File: config.mk
export PLATFORM = sky130hd
export DESIGN_NAME = pico_ctrl
export DESIGN_NICKNAME = d
export VERILOG_FILES = /design/src/rtl/pico_ctrl.sv
export SDC_FILE = /design/constraint.sdc
export NUM_CORES = 1
export LEC_CHECK = 0
export BUFFER_PORTS_ARGS = -buffer_cell sky130_fd_sc_hd__buf_2
export CAP_MARGIN = 10
export CORE_MARGIN = 10
export CORE_UTILIZATION = 43
export DETAILED_ROUTE_END_ITERATION = 8
export PLACE_DENSITY_LB_ADDON = 0.05
export SLEW_MARGIN = 40
export SYNTH_ARGS = -nofsm -noshare
export SYNTH_HDL_FRONTEND = slang
export SYNTH_SLANG_ARGS = --single-unit
File: constraint.sdc
create_clock -name clk -period 1.85 [get_ports clk]
set_input_delay 0.0925 -clock clk [delete_from_list [all_inputs] [get_ports clk]]
set_output_delay 0.0925 -clock clk [all_outputs]
set_load 0.005 [all_outputs]
File: src/rtl/pico_ctrl.sv
// pico_ctrl: multi-cycle fetch/decode/exec/wb control FSM for pico-MIPS.
// Define CTRL_HALT_EN to make HALT stop the core until reset.
package pico_pkg;
  localparam logic [2:0] RA   = 3'b000;
  localparam logic [2:0] RB   = 3'b001;
  localparam logic [2:0] RADD = 3'b010;
  localparam logic [2:0] RSUB = 3'b011;
  localparam logic [2:0] RAND = 3'b100;
  localparam logic [2:0] ROR  = 3'b101;
  localparam logic [2:0] RXOR = 3'b110;
  localparam logic [2:0] RNOR = 3'b111;
endpackage

module pico_ctrl
  import pico_pkg::*;
#(
  parameter int OPW = 4,
  parameter int FW  = 3
) (
  input  logic           clk,
  input  logic           n_reset,
  input  logic           instr_valid,
  input  logic [OPW-1:0] opcode,
  input  logic           zf,
  output logic           ir_load,
  output logic [FW-1:0]  alu_func,
  output logic           imm_sel,
  output logic           in_sel,
  output logic           reg_we,
  output logic           pc_en,
  output logic           pc_load,
  output logic           out_we,
  output logic           halted
);

  localparam logic [OPW-1:0] OP_NOP  = OPW'(4'h0);
  localparam logic [OPW-1:0] OP_ADD  = OPW'(4'h1);
  localparam logic [OPW-1:0] OP_ADDI = OPW'(4'h2);
  localparam logic [OPW-1:0] OP_SUB  = OPW'(4'h3);
  localparam logic [OPW-1:0] OP_AND  = OPW'(4'h4);
  localparam logic [OPW-1:0] OP_OR   = OPW'(4'h5);
  localparam logic [OPW-1:0] OP_XOR  = OPW'(4'h6);
  localparam logic [OPW-1:0] OP_NOR  = OPW'(4'h7);
  localparam logic [OPW-1:0] OP_MOV  = OPW'(4'h8);
  localparam logic [OPW-1:0] OP_LDI  = OPW'(4'h9);
  localparam logic [OPW-1:0] OP_BEQ  = OPW'(4'hA);
  localparam logic [OPW-1:0] OP_BNE  = OPW'(4'hB);
  localparam logic [OPW-1:0] OP_J    = OPW'(4'hC);
  localparam logic [OPW-1:0] OP_IN   = OPW'(4'hD);
  localparam logic [OPW-1:0] OP_OUT  = OPW'(4'hE);
  localparam logic [OPW-1:0] OP_HALT = OPW'(4'hF);

  typedef enum logic [2:0] {
    S_FETCH,
    S_DECODE,
    S_EXEC,
    S_WB,
    S_BRANCH,
    S_HALT
  } state_e;

  typedef struct packed {
    logic [FW-1:0] alu_func;
    logic          imm_sel;
    logic          in_sel;
    logic          reg_we;
    logic          pc_en;
    logic          pc_load;
    logic          out_we;
    logic          halted;
  } ctrl_t;

  localparam ctrl_t CTL_RST = {FW'(RA), 7'b0};

  state_e         state, nstate;
  logic [OPW-1:0] op_q, nop;
  logic           zf_q, nzf;
  ctrl_t          ctl_q;

  function automatic state_e exec_next(
    input logic [OPW-1:0] op
  );
    state_e n;
    n = S_FETCH;
    unique case (1'b1)
      (op >= OP_ADD && op <= OP_LDI),
      (op == OP_IN):  n = S_WB;
      (op == OP_BEQ),
      (op == OP_BNE): n = S_BRANCH;
`ifdef CTRL_HALT_EN
      (op == OP_HALT): n = S_HALT;
`endif
      default: n = S_FETCH;
    endcase
    return n;
  endfunction

  // Control word for the cycle spent in state s with opcode op.
  function automatic ctrl_t decode(
    input state_e         s,
    input logic [OPW-1:0] op,
    input logic           z
  );
    ctrl_t c;
    logic  taken;
    c = CTL_RST;
    taken = ((op == OP_BEQ) && z) ||
            ((op == OP_BNE) && !z);
    unique case (s)
      S_EXEC, S_WB: begin
        unique case (1'b1)
          (op == OP_ADD): c.alu_func = FW'(RADD);
          (op == OP_ADDI): begin
            c.alu_func = FW'(RADD);
            c.imm_sel  = 1'b1;
          end
          (op == OP_SUB): c.alu_func = FW'(RSUB);
          (op == OP_AND): c.alu_func = FW'(RAND);
          (op == OP_OR):  c.alu_func = FW'(ROR);
          (op == OP_XOR): c.alu_func = FW'(RXOR);
          (op == OP_NOR): c.alu_func = FW'(RNOR);
          (op == OP_MOV): c.alu_func = FW'(RB);
          (op == OP_LDI): begin
            c.alu_func = FW'(RB);
            c.imm_sel  = 1'b1;
          end
          (op == OP_IN):  c.in_sel = 1'b1;
          (op == OP_BEQ),
          (op == OP_BNE): c.alu_func = FW'(RSUB);
          (op == OP_J):   c.pc_load = 1'b1;
          (op == OP_OUT): begin
            c.out_we = 1'b1;
            c.pc_en  = 1'b1;
          end
`ifdef CTRL_HALT_EN
          (op == OP_HALT): c.pc_en = 1'b0;
`endif
          default: c.pc_en = 1'b1;
        endcase
        // WB is only entered by register-writing ops.
        if (s == S_WB) begin
          c.reg_we = 1'b1;
          c.pc_en  = 1'b1;
        end
      end
      S_BRANCH: begin
        c.pc_load = taken;
        c.pc_en   = !taken;
      end
      S_HALT: c.halted = 1'b1;
      default: c = CTL_RST;
    endcase
    return c;
  endfunction

  always_comb begin
    nstate = state;
    nop    = op_q;
    nzf    = zf_q;
    unique case (state)
      S_FETCH: begin
        if (instr_valid) nstate = S_DECODE;
      end
      S_DECODE: begin
        nop    = opcode;
        nstate = S_EXEC;
      end
      S_EXEC: begin
        nzf    = zf;
        nstate = exec_next(op_q);
      end
      S_WB:     nstate = S_FETCH;
      S_BRANCH: nstate = S_FETCH;
      S_HALT:   nstate = S_HALT;
      default:  nstate = S_FETCH;
    endcase
  end

  // Outputs are registered from the next state so they are glitch-free.
  always_ff @(posedge clk or negedge n_reset) begin
    if (!n_reset) begin
      state <= S_FETCH;
      op_q  <= OP_NOP;
      zf_q  <= 1'b0;
      ctl_q <= CTL_RST;
    end else begin
      state <= nstate;
      op_q  <= nop;
      zf_q  <= nzf;
      ctl_q <= decode(nstate, nop, nzf);
    end
  end

  assign ir_load  = n_reset && (state == S_FETCH) && instr_valid;
  assign alu_func = ctl_q.alu_func;
  assign imm_sel  = ctl_q.imm_sel;
  assign in_sel   = ctl_q.in_sel;
  assign reg_we   = ctl_q.reg_we;
  assign pc_en    = ctl_q.pc_en;
  assign pc_load  = ctl_q.pc_load;
  assign out_we   = ctl_q.out_we;
  assign halted   = ctl_q.halted;

endmodule

### Word-level counts from Yosys, hierarchy flattened

Cells that the tools add are included.

| cells by class | value |
|---|---|
| multiplexer cells | 16 |
| reductions and logical operators | 17 |
| order comparisons | 2 |
| equality and inequality tests | 24 |

Operators by type and width:

| operator | count |
|---|---|
| $eq 4x4->1 const B | 10 |
| $pmux 3 s7 | 1 |
| $eq 4x3->1 const B | 4 |
| $reduce_or 13->1 | 1 |
| $pmux 3 s4 | 1 |
| $reduce_or 2->1 | 6 |
| $eq 3x2->1 const B | 3 |
| $eq 3x3->1 const B | 3 |
| $eq 4x2->1 const B | 2 |
| $mux 1 | 8 |
| $mux 6 | 1 |
| $pmux 3 s2 | 1 |
| $logic_and 1x1->1 | 5 |
| $eq 4x1->1 const B | 1 |
| $ge 4x1->1 const B | 1 |
| $le 4x4->1 const B | 1 |
| $mux 4 | 1 |
| $pmux 2 s2 | 1 |
| $eq 3x1->1 const B | 1 |
| $logic_not 3->1 | 1 |
| $mux 3 | 1 |
| $reduce_or 3->1 | 1 |
| $logic_not 1->1 | 2 |
| $mux 2 | 1 |
| $logic_or 1x1->1 | 1 |

| word-level totals | value |
|---|---|
| output and inout port bits | 11 |
| bits in registers | 18 |
| word-level logic and storage cells | 70 |
| input port bits | 8 |

### Logic depth before layout (Yosys ltp)

Gate-level depths: netlist (run 1).

| depth | value |
|---|---|
| depth after elaboration | 8 |
| mapped depth | 7 |
| depth with buffers taken out | 6 |

### Worst setup path after synthesis (run 1)

Ideal clock, no wire load.

| path | value |
|---|---|
| path kind | register -> register |
| from | register state[2] |
| to | register ctl_q (netlist bit imm_sel) |
| stages on the path, launching flop included | 8 |
| setup time | 0.126 ns |
| arrival time | 1.569 ns |
| slack | 0.155 ns |
| path buffers | 2 |
| data required time | 1.724 ns |
| period minus slack after synthesis | 1.695 ns |
| path through | dfrtp_1 -> buf_6 -> nor3b_2 -> buf_6 -> mux2_4 -> and3_1 -> a21oi_1 -> nor3_2 |

| on the way | value |
|---|---|
| word-level cells in the longest chain between the ends | 6 |
| elaborated cells on any way between the ends | 15 |
| classes of those cells | 7 x eq/ne; 5 x mux; 3 x reduce/logical |

RTL lines:

| what | line | source |
|---|---|---|
| start: declaration | 75 | `state_e state, nstate;` |
| start signal: assignment | 187 | `state <= nstate;` |
| $eq 3x1->1 * | 160 | `unique case (state)` |
| $mux 4 * | 160 |  |
| net nop[3] | 76 | `logic [OPW-1:0] op_q, nop;` |
| $eq 4x2->1 / $eq 4x4->1 (equally long branches) | 113, 123 |  |
| $reduce_or 2->1 (no source line) * | n/a |  |
| $mux 1 * | 111 | `unique case (1'b1)` |
| $mux 6 * | 109 | `unique case (s)` |
| end signal: assignment | 190 | `ctl_q <= decode(nstate, nop, nzf);` |
| end: declaration | 78 | `ctrl_t ctl_q;` |

The timed path passes the listed nets; every way through them passes the cells marked *.

### Worst setup path in the final report (run 1)

| path | value |
|---|---|
| from | register op_q[3] |
| to | register ctl_q (netlist bit alu_func[0]) |

| on the way | value |
|---|---|
| word-level cells in the longest chain between the ends | 8 |
| elaborated cells on any way between the ends | 30 |
| classes of those cells | 2 x order compare; 16 x eq/ne; 5 x mux; 7 x reduce/logical |

RTL lines:

| what | line | source |
|---|---|---|
| start: declaration | 76 |  |
| start signal: assignment | 188 | `op_q <= nop;` |
| $ge 4x1->1 / $le 4x4->1 (equally long branches) | 86 | `(op >= OP_ADD && op <= OP_LDI),` |
| $logic_and 1x1->1 | 86 |  |
| $reduce_or 2->1 | 85 | `unique case (1'b1)` |
| $pmux 3 s2 | 85 |  |
| $pmux 3 s4 | 160 |  |
| $eq 3x2->1 | 109 |  |
| $reduce_or 2->1 | 109 |  |
| $mux 6 * | 109 |  |

Mark *: on every way between the ends. The rest lies on a longest branch, timed or not.

==> reports/results.ini, run 1 <==
[timing]
slew_viol_final = 0
worstMarginPinSlew_ns = 0.321
hold_violations = 0
setup-violations-final = 0
fin_crit_sh = 0.928
slew_headroom = 0.786
whs_ns = 0.0738
rsz0062_at_grt = no
finClkSkew_ns = 0.00645
fmax_mhz = 583
tns_ns = 0
fin_crit_ns = 1.72

[finish]
multi_input_area_um2 = 362
ff_latch_area_um2 = 450
drive_gt1_frac = 0.364
n_fill_cell = 196
syn2layout_area_growth_pct = 23.4
final_nets = 119
diodes = 0

[placement]
port_buffers = 18
gp_congestion = 0.793
hpwl_um = 1550

[run_status]
status = completed

[drt]
route.detailed.drc = 0
drt-vias-per-instance = 5.26
drt-wirelength-per-cell_um = 14.8
antenna_left = 0
wl_um = 2020
drtIter0Drc = 28
dr.pass1.iters = 4
num_vias = 720

[floorplanning]
ios = 19
dieArea_um2 = 4180
core_area_um2 = 1920
initial_core_util = 0.446
fp.dieH_um = 64.6
rows = 16
die_x_um = 64.6

[clocking]
clk_latency_ns = 0.31
clk_pin_slew_ns = 0.11
cts_sinks = 18
cts_made_buffers = 3
clk_path_buf_depth = 2
root_buffer = clkbuf_4
cts_tree = built
cts_setup_buffers = 0
htree_num_levels = 1

[logic_synthesis]
netlist_instances = 82
syn_nets = 90
synthMuxAreaShare = 0.0745
ys_ff_latch = 18
synthSimpleGateAreaFrac = 0.215
ys.flop_type = dfrtp_1
synth_compound_area_frac = 0.123
avgSynthCellArea_um2 = 10.5
synth.distinct_cells = 32
synth-xor-area-share = 0.0102
synth_top_family_by_area = simple AND/OR/NAND/NOR gates
async_flop_share = 1.00
synth_area_um2 = 857
synth_fa_ha_area_frac = 0
synth_seq_area_share = 0.526
ys_warn_count = 0
synth-edff-count = 0

[worst_hold_path]
hold_path.class = in -> reg
hold_end = zf_q$_DFF_PN0_
holdPathStages = 2
min-delay-start = zf

[worst_setup_path]
r2r_cells = 5
cp_data_required_time_ns = 2.04
r2r_start = op_q[3]$_DFF_PN0_
crit_fanout = 6
r2r_setup_slack_ns = 0.13
end_kind = register
crit_path_start_kind = register
worstReg2RegEnd = alu_func[0]$_DFF_PN0_
worstSetupPathType = reg -> reg
cp_data_arrival_time_ns = 1.91

[flow_run]
maxCapViolations = 0

[grt]
grt_max_degree = 19
grtUsageTotal = 0.106
grt_pass1_vias = 761
grt-ovfl-total = 0
antenna_found_initial = 0
grt_pass1_wl_um = 3520

[pwr]
power_density_nw_per_um2 = 1670
vdd_drop_max_mv = 0.699
p_leak_nw = 0.543

## what timing repair did
action,4_1_cts,5_1_grt
hold buffers,1,0
gates resized for setup,0,0
endpoints found under the setup margin,0,0
hold endpoints to repair,18,0
## routing by layer
| layer | GRT usage | wire length, um |
|---|---|---|
| met5 | 0 | 0 |
| met4 | 0.0829 | 60 |
| met3 | 0.0464 | 207 |
| met2 | 0.159 | 885 |
| met1 | 0.116 | 870 |
## how the worst max path moves through the flow
stage                                   from                    end  slack [ns]
after floorplan           state[2]$_DFF_PN0_      imm_sel$_DFF_PN0_        0.15
after global placement    state[1]$_DFF_PN0_      imm_sel$_DFF_PN0_        0.18
after detailed placement   op_q[3]$_DFF_PN0_  alu_func[0]$_DFF_PN0_        0.16
after CTS                  op_q[3]$_DFF_PN0_  alu_func[0]$_DFF_PN0_        0.15
after global routing      state[1]$_DFF_PN0_      imm_sel$_DFF_PN0_        0.02
final                      op_q[3]$_DFF_PN0_  alu_func[0]$_DFF_PN0_        0.13
## registers in the layout, indices dropped and copies added (netlist names)
name      count
state         3
pc_load       1
pc_en         1
alu_func      3
zf_q          1
in_sel        1
imm_sel       1
out_we        1
op_q          4
reg_we        1
halted        1
## cells in the mapped netlist, types with 2 or more instances
master	n	area, um^2
nor3b_1	2	15.0
buf_6	2	22.5
nand2_1	5	18.8
nand2b_1	2	12.5
and3_1	3	18.8
inv_2	3	11.3
o21ai_0	3	15.0
nand3_1	2	10.0
mux2i_2	2	27.5
nor2_1	6	22.5
nor3_1	4	20.0
a21oi_1	9	45.0
dfrtp_1	18	450
inv_1	3	11.3
## cell usage in the layout (no fill, tap or decap), types with 4 or more instances in the layout
cell type | synthesis | routed
nand2_1 | 5 | 5
buf_2 | 0 | 18
a21oi_1 | 9 | 9
buf_4 | 0 | 7
nor3_1 | 4 | 4
dfrtp_1 | 18 | 18
nor2_1 | 6 | 6
## critical path, cell delays in order (launching register included)
cell and delay, ns:
dfrtp_1 0.47, or3_1 0.38, a21oi_1 0.25, nor2_1 0.09, o21bai_2 0.28, nor3_1 0.11
## power breakdown
part           switching, mW  leakage, nW  internal (mW)  total (mW)
Clock                  0.132       0.0210          0.120       0.253
Sequential             0.105        0.234          0.528       0.633
Combinational          0.477        0.289          0.401       0.878
## logic make-up after synthesis
kind of cell | count (synthesis)
xor gates and xnor gates | 1
buffers and inverters | 8
AOI/OAI and AO/OA | 18
DFF | 18
and+or+nand+nor | 32
muxes | 5
## final cells by class
type | instances | area share
Clock buffer | 4 | 0.0343
Inverter | 6 | 0.0213
Multi-Input combinational cell | 56 | 0.342
Sequential cell | 18 | 0.426
Tap cell | 27 | 0.0320
Timing Repair Buffer | 26 | 0.144
## metrics by stage
stage	instances	power (mW)	worst slack, ns	area [um^2]	util
floorplan	82	1.21	0.155	857	-
global placement	132	1.50	0.180	1010	0.526
detailed placement	132	1.51	0.165	1010	0.526
CTS	137	1.77	0.149	1060	0.550
global route	137	1.92	0.0151	1060	0.550
finish	137	1.76	0.134	1060	0.550
Power figures use the tool's default switching activity.
==> run 2, diff against run 1 <==
--- a/config.mk
+++ b/config.mk
@@ -6,7 +6,7 @@
 export NUM_CORES = 1
 export LEC_CHECK = 0
 export BUFFER_PORTS_ARGS = -buffer_cell sky130_fd_sc_hd__buf_2
-export CAP_MARGIN = 10
+export CAP_MARGIN = 40
 export CORE_MARGIN = 10
 export CORE_UTILIZATION = 43
 export DETAILED_ROUTE_END_ITERATION = 8
==> constraint.sdc (replaced) <==
create_clock -name clk -period 1.85 [get_ports clk]
set_input_delay 0.4625 -clock clk [delete_from_list [all_inputs] [get_ports clk]]
set_output_delay 0.4625 -clock clk [all_outputs]
set_load 0.005 [all_outputs]
==> reports/results.ini, run 2 (synthesis gave the netlist of run 1 again) <==
[run_status]
status = completed  ; unchanged

[grt]
antenna_found_initial = 0  ; unchanged
grtUsageTotal = 0.108  ; was 0.106
grt_pass1_vias = 742  ; was 761
grt_max_degree = 19  ; unchanged
grt_pass1_wl_um = 3600  ; was 3520 um
grt-ovfl-total = 0  ; unchanged

[worst_setup_path]
cp_data_arrival_time_ns = 1.88  ; was 1.91 ns
end_kind = register  ; unchanged
r2r_cells = 5  ; unchanged
r2r_start = op_q[3]$_DFF_PN0_  ; unchanged
cp_data_required_time_ns = 2.02  ; was 2.04 ns
r2r_setup_slack_ns = 0.14  ; was 0.13 ns
crit_start = op_q[3]$_DFF_PN0_  ; unchanged
cp-endpoint = alu_func[0]$_DFF_PN0_  ; unchanged
worstReg2RegEnd = alu_func[0]$_DFF_PN0_  ; unchanged
worstSetupPathType = reg -> reg  ; unchanged
crit_fanout = 6  ; unchanged
crit_path_start_kind = register  ; unchanged

[drt]
wl_um = 1980  ; was 2020 um
drt-vias-per-instance = 5.12  ; was 5.26
dr.pass1.iters = 6  ; was 4
drtIter0Drc = 29  ; was 28
route.detailed.drc = 0  ; unchanged
drt-wirelength-per-cell_um = 14.6  ; was 14.8 um
antenna_left = 0  ; unchanged
num_vias = 696  ; was 720

[flow_run]
maxCapViolations = 0  ; unchanged

[pwr]
vdd_drop_max_mv = 0.802  ; was 0.699 mV
p_sw_frac = 0.397  ; was 0.405
p_leak_nw = 0.539  ; was 0.543 nW
combPwrFrac = 0.500  ; was 0.498
p_switching_mw = 0.691  ; was 0.714 mW
seqPwrFrac = 0.363  ; was 0.359
power_frac_clock = 0.137  ; was 0.143
p_int_mw = 1.05  ; about the same
power_density_nw_per_um2 = 1660  ; was 1670 nW/um^2

[finish]
diodes = 0  ; unchanged
layout_common_cells = dfrtp_1 (18), buf_2 (18), a21oi_1 (9)  ; unchanged
utilization = 0.545  ; was 0.550
drive_gt1_frac = 0.367  ; was 0.364
largest_reg_flops = 4  ; unchanged
n_fill_cell = 175  ; was 196
ff_latch_area_um2 = 450  ; unchanged
multi_input_area_um2 = 362  ; unchanged
final_nets = 118  ; was 119
syn2layout_area_growth_pct = 22.2  ; was 23.4%
top_register = op_q  ; unchanged

[placement]
hpwl_um = 1510  ; was 1550 um
gp_congestion = 0.818  ; was 0.793
port_buffers = 18  ; unchanged

[timing]
finClkSkew_ns = 0.00448  ; was 0.00645 ns
rsz0062_at_grt = no  ; unchanged
slew_viol_final = 0  ; unchanged
hold_violations = 0  ; unchanged
fmax_mhz = 586  ; was 583 MHz
tns_ns = 0  ; unchanged
fin_crit_ns = 1.71  ; was 1.72 ns
slew_headroom = 0.787  ; was 0.786
fin_crit_sh = 0.923  ; was 0.928
setup-violations-final = 0  ; unchanged
worstMarginPinSlew_ns = 0.319  ; was 0.321 ns

[floorplanning]
core_area_um2 = 1920  ; unchanged
ios = 19  ; unchanged
die_x_um = 64.6  ; unchanged
rows = 16  ; unchanged
dieArea_um2 = 4180  ; unchanged
fp.dieH_um = 64.6  ; unchanged
initial_core_util = 0.446  ; unchanged

[clocking]
htree_num_levels = 1  ; unchanged
clk_path_buf_depth = 2  ; unchanged
cts_sinks = 18  ; unchanged
cts_setup_buffers = 0  ; unchanged
ctsHoldBuffers = 0  ; was 1
clk_pin_slew_ns = 0.10  ; was 0.11 ns
cts_made_buffers = 3  ; unchanged
cts_tree = built  ; unchanged
post_cts_resize_count = 0  ; unchanged
clk_latency_ns = 0.29  ; was 0.31 ns
root_buffer = clkbuf_4  ; unchanged

[worst_hold_path]
hold_path.class = in -> async  ; was in -> reg

==> run 2: changes by cell type in the layout (fill, tap and decap cells not counted), sizes merged <==
| cell | before | now |
|---|---|---|
| dlygate4sd3 | 1 | 0 |
==> run 2: routing by layer <==
layer  vias up  wire length (um)  GRT usage  share of wire
li1        342                 -          -              -
met1       327               907      0.125           0.46
met2        25               909      0.170           0.46
met3         2               150     0.0430          0.076
met4         0                14     0.0508         0.0071
met5         -                 0          0              0
==> run 2: how the worst min path moves through the flow <==
| stage | start | endpoint | slack [ns] | cells past startpoint |
|---|---|---|---|---|
| 5_1_grt | n_reset | pc_load$_DFF_PN0_ | 0.13 | 2 |
| 3_5_place_dp | n_reset | halted$_DFF_PN0_ | 0.44 | 2 |
| 2_1_floorplan | n_reset | alu_func[0]$_DFF_PN0_ | 0.17 | 0 |
| 3_3_place_gp | n_reset | halted$_DFF_PN0_ | 0.45 | 2 |
| 4_1_cts | n_reset | pc_load$_DFF_PN0_ | 0.11 | 2 |
| 6_report | n_reset | pc_load$_DFF_PN0_ | 0.12 | 2 |
==> run 2: worst max-delay path, stage by stage, from the launching register on <==
cell	delay (ns)
dfrtp_1	0.46
or3_1	0.38
a21oi_1	0.27
nor2_1	0.10
o21bai_2	0.28
nor3_1	0.10
==> run 2: area by class of cell <==
type	count	area share
sequential	18	0.430
multi-input combinational	56	0.345
timing repair buffer	25	0.136
clock buffer	4	0.0346
tap	27	0.0323
inverter	6	0.0215
==> run 2: through the flow <==
stage                     power (mW)  cells  hold slack [ns]  setup WS, ns  instance area [um^2]
after floorplan                 1.21     82            0.167         0.155                   857
after global placement          1.50    132            0.450         0.183                  1010
after detailed placement        1.50    132            0.440         0.174                  1010
after CTS                       1.75    136            0.113         0.142                  1050
after global routing            1.91    136            0.127        0.0274                  1050
final                           1.74    136            0.118         0.142                  1050
==> run 2: power by group through the flow <==
stage               sequential (mW)  clock (mW)  combinational [mW]
floorplan                     0.626           0               0.587
global placement              0.632           0               0.870
detailed placement            0.636           0               0.863
CTS                           0.628       0.251               0.871
global route                  0.654       0.269               0.986
finish                        0.631       0.239               0.868
==> run 3, diff against run 2 <==
--- a/config.mk
+++ b/config.mk
@@ -10,6 +10,7 @@
 export CORE_MARGIN = 10
 export CORE_UTILIZATION = 43
 export DETAILED_ROUTE_END_ITERATION = 8
+export GPL_TIMING_DRIVEN = 0
 export PLACE_DENSITY_LB_ADDON = 0.05
 export SLEW_MARGIN = 40
 export SYNTH_ARGS = -nofsm -noshare
==> reports/results.ini, run 3 (synthesis gave the netlist of run 1 again) <==
[timing]
slew_headroom = 0.736  ; was 0.787
fin_crit_sh = 0.957  ; was 0.923
finClkSkew_ns = 0.00188  ; was 0.00448 ns
rsz0062_at_grt = no  ; unchanged
fmax_mhz = 565  ; was 586 MHz
hold_violations = 0  ; unchanged
fin_crit_ns = 1.77  ; was 1.71 ns
setup-violations-final = 0  ; unchanged
slew_viol_final = 0  ; unchanged
worstMarginPinSlew_ns = 0.396  ; was 0.319 ns

[floorplanning]
die_x_um = 64.6  ; unchanged
ios = 19  ; unchanged
dieArea_um2 = 4180  ; unchanged
initial_core_util = 0.446  ; unchanged
fp.dieH_um = 64.6  ; unchanged
core_area_um2 = 1920  ; unchanged
rows = 16  ; unchanged

[finish]
syn2layout_area_growth_pct = 25.7  ; was 22.2%
utilization = 0.561  ; was 0.545
top_register = op_q  ; unchanged
n_fill_cell = 184  ; was 175
drive_gt1_frac = 0.370  ; was 0.367
finalNonFillerCells = 135  ; was 136
diodes = 0  ; unchanged
final_nets = 117  ; was 118
fin_area_um2 = 1080  ; was 1050 um^2
largest_reg_flops = 4  ; unchanged
layout_common_cells = dfrtp_1 (18), buf_2 (18), a21oi_1 (9)  ; unchanged

[placement]
port_buffers = 18  ; unchanged
dpl_cell_area_um2 = 981  ; was 1010 um^2
hpwl_um = 1400  ; was 1510 um
dp.cells = 127  ; was 132
gp_congestion = 0.796  ; was 0.818

[worst_setup_path]
crit_path_start_kind = register  ; unchanged
r2r_start = state[2]$_DFF_PN0_  ; was op_q[3]$_DFF_PN0_
crit_start = state[2]$_DFF_PN0_  ; was op_q[3]$_DFF_PN0_
crit_fanout = 9  ; was 6
end_kind = register  ; unchanged
worstSetupPathType = reg -> reg  ; unchanged
r2r_cells = 7  ; was 5
cp_data_required_time_ns = 2.03  ; was 2.02 ns
cp_data_arrival_time_ns = 1.96  ; was 1.88 ns
r2r_setup_slack_ns = 0.08  ; was 0.14 ns
worstReg2RegEnd = imm_sel$_DFF_PN0_  ; was alu_func[0]$_DFF_PN0_

[drt]
num_vias = 693  ; was 696
antenna_left = 0  ; unchanged
route.detailed.drc = 0  ; unchanged
drt-wirelength-per-cell_um = 13.6  ; was 14.6 um
wl_um = 1830  ; was 1980 um
dr.pass1.iters = 4  ; was 6
drt-vias-per-instance = 5.13  ; was 5.12
drtIter0Drc = 18  ; was 29

[worst_hold_path]
hold_path.class = in -> async  ; unchanged

[flow_run]
maxCapViolations = 0  ; unchanged

[grt]
antenna_found_initial = 0  ; unchanged
grt_pass1_wl_um = 2950  ; was 3600 um
grt-ovfl-total = 0  ; unchanged
grtUsageTotal = 0.0880  ; was 0.108
grt_pass1_vias = 674  ; was 742
grt_max_degree = 20  ; was 19

[clocking]
clk_path_buf_depth = 2  ; unchanged
cts_made_buffers = 3  ; unchanged
cts_tree = built  ; unchanged
htree_num_levels = 1  ; unchanged
cts_sinks = 18  ; unchanged
clk_latency_ns = 0.29  ; about the same
clk_pin_slew_ns = 0.10  ; about the same
root_buffer = clkbuf_4  ; unchanged

[run_status]
status = completed  ; unchanged

[pwr]
p_sw_frac = 0.391  ; was 0.397
combPwrFrac = 0.513  ; was 0.500
vdd_drop_max_mv = 0.858  ; was 0.802 mV
p_int_mw = 1.10  ; was 1.05 mW
power_density_nw_per_um2 = 1670  ; was 1660 nW/um^2
power_frac_clock = 0.131  ; was 0.137
p_switching_mw = 0.706  ; was 0.691 mW
p_leak_nw = 0.544  ; was 0.539 nW
seqPwrFrac = 0.356  ; was 0.363

-- run 3: cell count changes in the layout (fill, tap and decap cells not counted), sizes merged --
cell / change
buf: -1
-- run 3: critical path: stages, from the launching register on --
cell and delay [ns]:
dfrtp_1 0.39, buf_6 0.14, nor3b_4 0.25, buf_6 0.17, mux2_4 0.34, and3_1 0.17
a21oi_1 0.15, nor3_2 0.05
-- run 3: per-stage QoR --
step / TNS, ns / hold slack, ns / setup WS [ns] / total power, mW
floorplan: 0 / 0.167 / 0.155 / 1.21
global placement: -0.00673 / 0.411 / -0.00673 / 1.42
detailed placement: -0.0140 / 0.415 / -0.0140 / 1.43
CTS: 0 / 0.0908 / 0.00497 / 1.70
global route: 0 / 0.0810 / 0.000494 / 1.97
finish: 0 / 0.0814 / 0.0792 / 1.80
-- run 3: worst max path at each step --
| stage | end | slack (ns) | cells after the start |
|---|---|---|---|
| 3_5_place_dp | pc_en$_DFF_PN0_ | -0.01 | 7 |
| 5_1_grt | imm_sel$_DFF_PN0_ | 0.0005 | 7 |
| 2_1_floorplan | imm_sel$_DFF_PN0_ | 0.15 | 7 |
| 4_1_cts | imm_sel$_DFF_PN0_ | 0.005 | 7 |
| 3_3_place_gp | pc_en$_DFF_PN0_ | -0.007 | 7 |
| 6_report | imm_sel$_DFF_PN0_ | 0.08 | 7 |
-- run 3: area by class of cell --
type	count	area (um^2)	area share
Buffer	2	22.5	0.0209
Multi-Input combinational cell	56	392	0.364
Inverter	6	22.5	0.0209
Clock buffer	4	36.3	0.0337
Timing Repair Buffer	22	120	0.111
Tap cell	27	33.8	0.0314
Sequential cell	18	450	0.418
-- run 3: what timing repair did --
item                                   4_1_cts  5_1_grt
resized for setup                            0        4
setup endpoints to repair                    1        3
hold buffers                                 0        0
endpoints found under the hold margin        0        0
setup buffers                                1        3
-- run 3: per-layer routing --
metal | GRT usage | share of wire
met5 | 0 | 0
met4 | 0.0481 | 0.014
met3 | 0.0344 | 0.087
met2 | 0.135 | 0.46
met1 | 0.103 | 0.44
-- run 3: power by group through the flow --
stage	combinational [mW]	clock, mW	sequential [mW]
after floorplan	0.587	0	0.626
after global placement	0.782	0	0.641
after detailed placement	0.791	0	0.642
after CTS	0.816	0.246	0.635
after global routing	1.03	0.271	0.663
final	0.925	0.236	0.642
